[src/rtl/cache_mem_arbiter_pkg.sv]
// Shared types for the cache/memory arbiter: RAM status codes, arbiter states
// and the default datapath width.
package cache_mem_arbiter_pkg;

  localparam int WORD_W_DEFAULT = 32;

  typedef enum logic [1:0] {
    FREE   = 2'd0,
    BUSY   = 2'd1,
    ACCESS = 2'd2,
    ERROR  = 2'd3
  } ramstate_t;

  typedef enum logic [1:0] {
    IDLE   = 2'd0,
    IGRANT = 2'd1,
    DGRANT = 2'd2
  } arb_state_t;

endpackage

[src/rtl/cache_mem_arbiter_sat.sv]
// Saturating up-counter with synchronous clear; clear has priority over increment.
module sat_counter #(
  parameter int MAX = 4,
  localparam int W  = $clog2(MAX + 1)
) (
  input  logic         CLK,
  input  logic         nRST,
  input  logic         inc,
  input  logic         clr,
  output logic [W-1:0] cnt,
  output logic         at_max
);

  logic [W-1:0] cnt_q;
  logic [W-1:0] cnt_d;

  assign at_max = (cnt_q == W'(MAX));
  assign cnt    = cnt_q;

  always_comb begin
    cnt_d = cnt_q;
    if (clr)
      cnt_d = '0;
    else if (inc && !at_max)
      cnt_d = cnt_q + W'(1);
  end

  always_ff @(posedge CLK or negedge nRST) begin
    if (!nRST)
      cnt_q <= '0;
    else
      cnt_q <= cnt_d;
  end

endmodule

[src/rtl/cache_mem_arbiter.sv]
// Single-port RAM arbiter between icache and dcache: dcache has priority unless
// icache has waited through STARVE_LIMIT consecutive dcache grants.
module cache_mem_arbiter
  import cache_mem_arbiter_pkg::*;
#(
  parameter int WORD_W       = WORD_W_DEFAULT,
  parameter int STARVE_LIMIT = 4
) (
  input  logic              CLK,
  input  logic              nRST,
  input  logic              iREN,
  input  logic [WORD_W-1:0] iaddr,
  output logic              iwait,
  output logic [WORD_W-1:0] iload,
  input  logic              dREN,
  input  logic              dWEN,
  input  logic [WORD_W-1:0] daddr,
  input  logic [WORD_W-1:0] dstore,
  output logic              dwait,
  output logic [WORD_W-1:0] dload,
  output logic              ramREN,
  output logic              ramWEN,
  output logic [WORD_W-1:0] ramaddr,
  output logic [WORD_W-1:0] ramstore,
  input  logic [WORD_W-1:0] ramload,
  input  logic [1:0]        ramstate
);

  localparam int CNT_W = $clog2(STARVE_LIMIT + 1);

  arb_state_t state_q;
  arb_state_t state_d;
  ramstate_t  ram_st;
  logic       d_req;
  logic       i_done;
  logic       d_done;
  logic       starve_at_max;
  logic [CNT_W-1:0] starve_cnt;

  assign ram_st = ramstate_t'(ramstate);
  assign d_req  = dREN | dWEN;
  assign i_done = (state_q == IGRANT) && iREN  && (ram_st == ACCESS);
  assign d_done = (state_q == DGRANT) && d_req && (ram_st == ACCESS);

  // Counts dcache wins while icache is kept waiting; any gap in iREN resets it.
  sat_counter #(.MAX(STARVE_LIMIT)) u_starve (
    .CLK    (CLK),
    .nRST   (nRST),
    .inc    (d_done && iREN),
    .clr    (i_done || !iREN),
    .cnt    (starve_cnt),
    .at_max (starve_at_max)
  );

  always_comb begin
    state_d  = state_q;
    ramREN   = 1'b0;
    ramWEN   = 1'b0;
    ramaddr  = '0;
    ramstore = '0;
    iwait    = 1'b1;
    dwait    = 1'b1;
    iload    = '0;
    dload    = '0;
    case (state_q)
      IDLE: begin
        if (iREN && starve_at_max)
          state_d = IGRANT;
        else if (d_req)
          state_d = DGRANT;
        else if (iREN)
          state_d = IGRANT;
      end
      IGRANT: begin
        ramaddr = iaddr;
        iload   = ramload;
        ramREN  = iREN;
        if (!iREN || i_done)
          state_d = IDLE;
        if (i_done)
          iwait = 1'b0;
      end
      DGRANT: begin
        ramaddr  = daddr;
        ramstore = dstore;
        dload    = ramload;
        // Write takes precedence when both strobes are requested.
        ramWEN   = dWEN;
        ramREN   = dREN && !dWEN;
        if (!d_req || d_done)
          state_d = IDLE;
        if (d_done)
          dwait = 1'b0;
      end
      default: state_d = IDLE;
    endcase
  end

  always_ff @(posedge CLK or negedge nRST) begin
    if (!nRST)
      state_q <= IDLE;
    else
      state_q <= state_d;
  end

endmodule
[config.mk]
export PLATFORM = sky130hd
export DESIGN_NAME = cache_mem_arbiter
export DESIGN_NICKNAME = d
export VERILOG_FILES = /design/src/rtl/cache_mem_arbiter_pkg.sv /design/src/rtl/cache_mem_arbiter_sat.sv /design/src/rtl/cache_mem_arbiter.sv
export SDC_FILE = /design/constraint.sdc
export NUM_CORES = 1
export LEC_CHECK = 0
export CAP_MARGIN = 20
export CORE_AREA = 2 2 104 106
export CTS_CLUSTER_DIAMETER = 100
export DETAILED_ROUTE_END_ITERATION = 10
export DIE_AREA = 0 0 106 108
export PLACE_DENSITY = 0.6
export SYNTH_ARGS = -nofsm -noshare
export SYNTH_HDL_FRONTEND = slang
export SYNTH_SLANG_ARGS = --single-unit
[constraint.sdc]
create_clock -name CLK -period 1.7 [get_ports CLK]
set_clock_uncertainty 0.05 [all_clocks]
set_input_delay 0.34 -clock CLK [delete_from_list [all_inputs] [get_ports CLK]]
set_output_delay 0.34 -clock CLK [all_outputs]
set_load 0.005 [all_outputs]
* After elaboration in Yosys (flattened, before gate mapping)
Index checks and enable logic that the tools add are counted.
** Cells by class
- Reductions and logical operators :: 17
- Bitwise logic cells :: 1
- Equal/unequal tests :: 7
- Multiplexer cells :: 18
- Add/sub/neg operators :: 1
** Operator list (count)
- two-way mux 32 bit :: 3
- case mux 32 bit (2 select lines) :: 1
- two-way mux 2 bit :: 5
- logical AND 1 bit :: 8
- two-way mux 3 bit :: 2
- case mux 2 bit (3 select lines) :: 1
- two-way mux 1 bit :: 5
- equality test 2 bit (second input constant) :: 2
- logical NOT 1 bit :: 4
- != test 2 x 1 -> 1 bit (second input constant) :: 2
- != test 4 bit (second input constant) :: 1
- adder 3 x 1 -> 3 bit (second input constant) :: 1
- equality test 3 bit (second input constant) :: 1
- AND reduction 3 bit :: 1
- equality test 2 x 1 -> 1 bit (second input constant) :: 1
- logical NOT 2 bit :: 1
- logical OR 1 bit :: 2
- case mux 1 bit (2 select lines) :: 1
- nonzero test 2 bit :: 1
- OR 1 bit :: 1
** Word-level totals
- Bits of input ports :: 135
- Register bits after elaboration :: 5
- Output and inout bits :: 132
- Logic and storage cells :: 46

* Depth between registers and ports, before layout
- Depth in word-level cells :: 7
- Depth in mapped cells :: 7
- Gate-level depth less buffers :: 6

* Cells and area by module
A second synthesis with hierarchy kept.
** Second synthesis, totals
- Cells, all modules :: 227
- Area total of the unflattened synthesis :: 1562.7 µm²
** By module, submodules not included
- cache_mem_arbiter :: area an instance 1365.1 µm², sequential area each 50.0 µm², cells an instance 209, instances 1
- sat_counter :: area an instance 197.7 µm², sequential area each 75.1 µm², cells an instance 18, instances 1

* Worst setup path before layout
OpenSTA, ideal clock, no wires.
- Path type :: register to output
- From :: register state_q[0]
- To :: output port dload[11]
- Slack :: 0.066 ns
- Path buffers :: 3
- Data arrival time :: 1.244 ns
- Stages on the path, launching flop included :: 7
- Data required time :: 1.310 ns
- Cell sequence :: dfrtp_1 -> inv_1 -> ha_1 -> buf_6 -> buf_2 -> clkbuf_1 -> and2_1
** On the way
- Cells in the longest elaborated chain, start to end :: 2
** RTL lines
- start, declared :: line cache_mem_arbiter.sv:31 : arb_state_t state_q;
- start signal, assigned :: line cache_mem_arbiter.sv:103 : state_q <= state_d;
- equality test 2 bit :: line cache_mem_arbiter.sv:65 : case (state_q)
- two-way mux 32 bit :: line cache_mem_arbiter.sv:65
- end, declared :: line cache_mem_arbiter.sv:20 : output logic [WORD_W-1:0] dload,
Every way passes these cells.

* Final worst setup path
- From :: register state_q[1]
- To :: output port ramaddr[21]
** On the way
- Cells in the longest elaborated chain, start to end :: 2
- Elaborated cells between the ends (all ways) :: 3
- Classes of those cells :: 2 x eq/ne; 1 x mux
** RTL lines
- equality test 2 bit or equality test 2 x 1 -> 1 bit (tied branches) :: line cache_mem_arbiter.sv:65
- case mux 32 bit (2 select lines) (*) :: line cache_mem_arbiter.sv:65
- end, declared :: line cache_mem_arbiter.sv:23 : output logic [WORD_W-1:0] ramaddr,
Every way passes the cells marked *; elsewhere a longest branch is shown, timed or not.

==> flow_summary.toml <==
[die]
core_sq_um = 10200
die_x_um = 106
start_util = 0.151
chipHeight_um = 108
ios = 267
die-area_sq_um = 11400
placementRows = 37

[critical_path]
crit_type = "flop to primary output"
cp_data_arrival_time_ns = 1.70
cp_data_required_time_ns = 1.31
cp-end-kind = "primary output"
crit_fanout = 8
start_kind = "flop"

[place]
dp_cells = 619
place_area_sq_um = 4440
portBuffers = 266
dp_hpwl_mm = 7.40
gp_congestion = 0.799

[finish]
stdcell_count = 672
layout-drive-gt1-share = 0.606
seq_area_sq_um = 125
area_growth_pct = 266
fin_area_sq_um = 5660
n_antenna_cell = 0
nFillCells = 907
multi_input_area_sq_um = 1790
fin_nets = 677

[pwr]
vdd_drop_max_mv = 0.812
powerDensity_nw_per_um2 = 1350
power.leakage_uw = 0.00254
total_power_uw = 7660

[sta]
period_share = 1.23
rsz0062_at_grt = "true"
finalSetupTns_ns = -32.18
hold_viol = 0
holdWs_ns = 0.295
timing.fmax_mhz = 479
min_period_ns = 2.09
worst_slew_pin_slew_ns = 0.522
setup_viol = 135
layout_setup_ws_ns = -0.386
slew_headroom = 0.647
drv_slew = 0

[synth]
synth.distinct_cells = 25
synth_top_area_frac = 0.392
synth_area_sq_um = 1550
synth-warning-count = 0
avgSynthCellArea_sq_um = 6.84
ys_ff_latch = 5
seq_area_frac_synth = 0.0809
synth_area_leader_cell = "and2_1"
syn_nets = 366
synthTopCellsByArea = "and2_1 (39%), a22oi_1 (16%), nor2b_1 (13%)"
syn_inst = 226

[grt]
antenna_found_initial = 0
grt_pass1_wl_mm = 15.6
grt_pass1_vias = 2742
gr-total-overflow = 0
grt_max_degree = 33
track_usage = 0.174

[clock_tree]
numCtsBuffers = 3
postCtsHoldBufs = 0
cts_tree = "done"
cts_num_sinks = 5
clkLatencyLatePin_ns = 0.22
htreeDepth = 1
cts_root_buffer = "clkbuf_8"
clk_pin_slew_ns = 0.03
cts_buffer_depth = 2

[flow_run]
cap_violations = 0

[drt]
wirelength_mm = 12.0
vias_per_cell = 4.28
drc = 0
wl_per_cell_um = 17.8
drt_iter0_markers = 60
ant_nets = 0
dr.pass1.iters = 4
vias = 2876

[worst_hold_path]
hp-class = "input port to asynchronous set/reset pin"

[run_status]
violations = "negative setup slack"
status = "finished with violations"
==> layout make-up <==
class	instances	share of cell area
flip-flops and latches	5	0.0221
repair buffers	327	0.619
multi-input cells	195	0.317
clock buffers	4	0.00796
inverters	5	0.00376
well taps	136	0.0301
==> state kept, by name (all words and copies together) (netlist names) <==
| signal | cells |
|---|---|
| u_starve.cnt | 3 |
| state_q | 2 |
==> critical path: stages, from the launching register on <==
cell	delay (ns)
dfrtp_1	0.38
buf_6	0.12
inv_4	0.03
ha_4	0.17
buf_12	0.14
clkbuf_16	0.16
buf_4	0.14
a22oi_2	0.15
nor2b_1	0.06
buf_2	0.12
==> report_power, final <==
part | internal, uW | switching (uW) | leakage, uW
combinational | 4690 | 2590 | 0.00245
sequential | 143 | 20.4 | 0.0000673
clock | 161 | 57.7 | 0.0000228
==> logic make-up after synthesis <==
| logic type | count (synthesis) | synth area share |
|---|---|---|
| simple gates | 149 | 0.608 |
| compound gates | 38 | 0.180 |
| buf+inv | 26 | 0.0728 |
| fa+ha+maj | 5 | 0.0405 |
| flops | 5 | 0.0809 |
| mux | 2 | 0.0129 |
| xor+xnor | 1 | 0.00566 |
==> placed cells by master, fill, tap and decap left out, types with 3 or more instances in the layout <==
cell type        count
clkdlybuf4s50_1    134
buf_12              12
clkbuf_8             3
dfrtp_1              5
and2_1              27
nor2b_2              3
buf_16              13
a22oi_1              4
clkbuf_2             9
clkbuf_16            4
nor2b_1             15
nor2b_4             16
buf_2               48
clkdlybuf4s15_2      4
ha_4                 3
nand2_1              6
nand3_1              3
a22oi_2             28
and2_4              71
buf_4                9
buf_6               92
==> what timing repair did <==
item	4_1_cts	5_1_grt
setup buffers	21	14
setup endpoints to repair	133	136
gates cloned	14	6
resized for setup	537	224
pin swaps	24	64
==> through the flow <==
step / util / worst slack [ns]
after global placement: 0.434 / -0.420
final: 0.553 / -0.386
after global routing: 0.553 / -0.437
after floorplan: - / 0.0661
after detailed placement: 0.434 / -0.442
after CTS: 0.477 / -0.399
==> synthesized netlist by cell type <==
cell type  count
a21oi_1        2
xnor2_1        1
a21boi_0       1
and4b_1        1
nand3b_1       1
and2_1        97
o21ai_0        1
nor2b_1       32
inv_1          5
and2_4         1
nor2_1         2
nor4b_1        1
o211ai_1       1
nor2b_4        2
ha_1           5
buf_2          6
nand2_1        6
nor3_2         2
mux2i_1        2
buf_6          1
nand3_1        4
clkbuf_1      14
a22oi_1       32
o21a_1         1
dfrtp_1        5
==> metal layers <==
metal  routed length, um  vias up  share of wire  track usage
li1                    -     1381              -            -
met1                4140     1325           0.35        0.187
met2                6670      160           0.56        0.348
met3                1050       10          0.088       0.0476
met4                 108        0         0.0090       0.0169
met5                   0        -              0            0
==> worst paths after layout <==
| check | start | to | slack (ns) | cells past startpoint |
|---|---|---|---|---|
| hold / removal | nRST | u_starve.cnt[2]$_DFFE_PN0P_ | 0.30 | 1 |
| setup / recovery | state_q[1]$_DFFE_PN0P_ | ramaddr[21] | -0.39 | 9 |
| hold reg to reg | u_starve.cnt[1]$_DFFE_PN0P_ | u_starve.cnt[1]$_DFFE_PN0P_ | 0.52 | 2 |
| min in group CLK | u_starve.cnt[1]$_DFFE_PN0P_ | u_starve.cnt[1]$_DFFE_PN0P_ | 0.52 | 2 |
| max in group asynchronous | nRST | state_q[1]$_DFFE_PN0P_ | 1.11 | 1 |
| setup reg to reg | state_q[1]$_DFFE_PN0P_ | u_starve.cnt[2]$_DFFE_PN0P_ | -0.10 | 9 |
(Power assumes the default switching activity.)
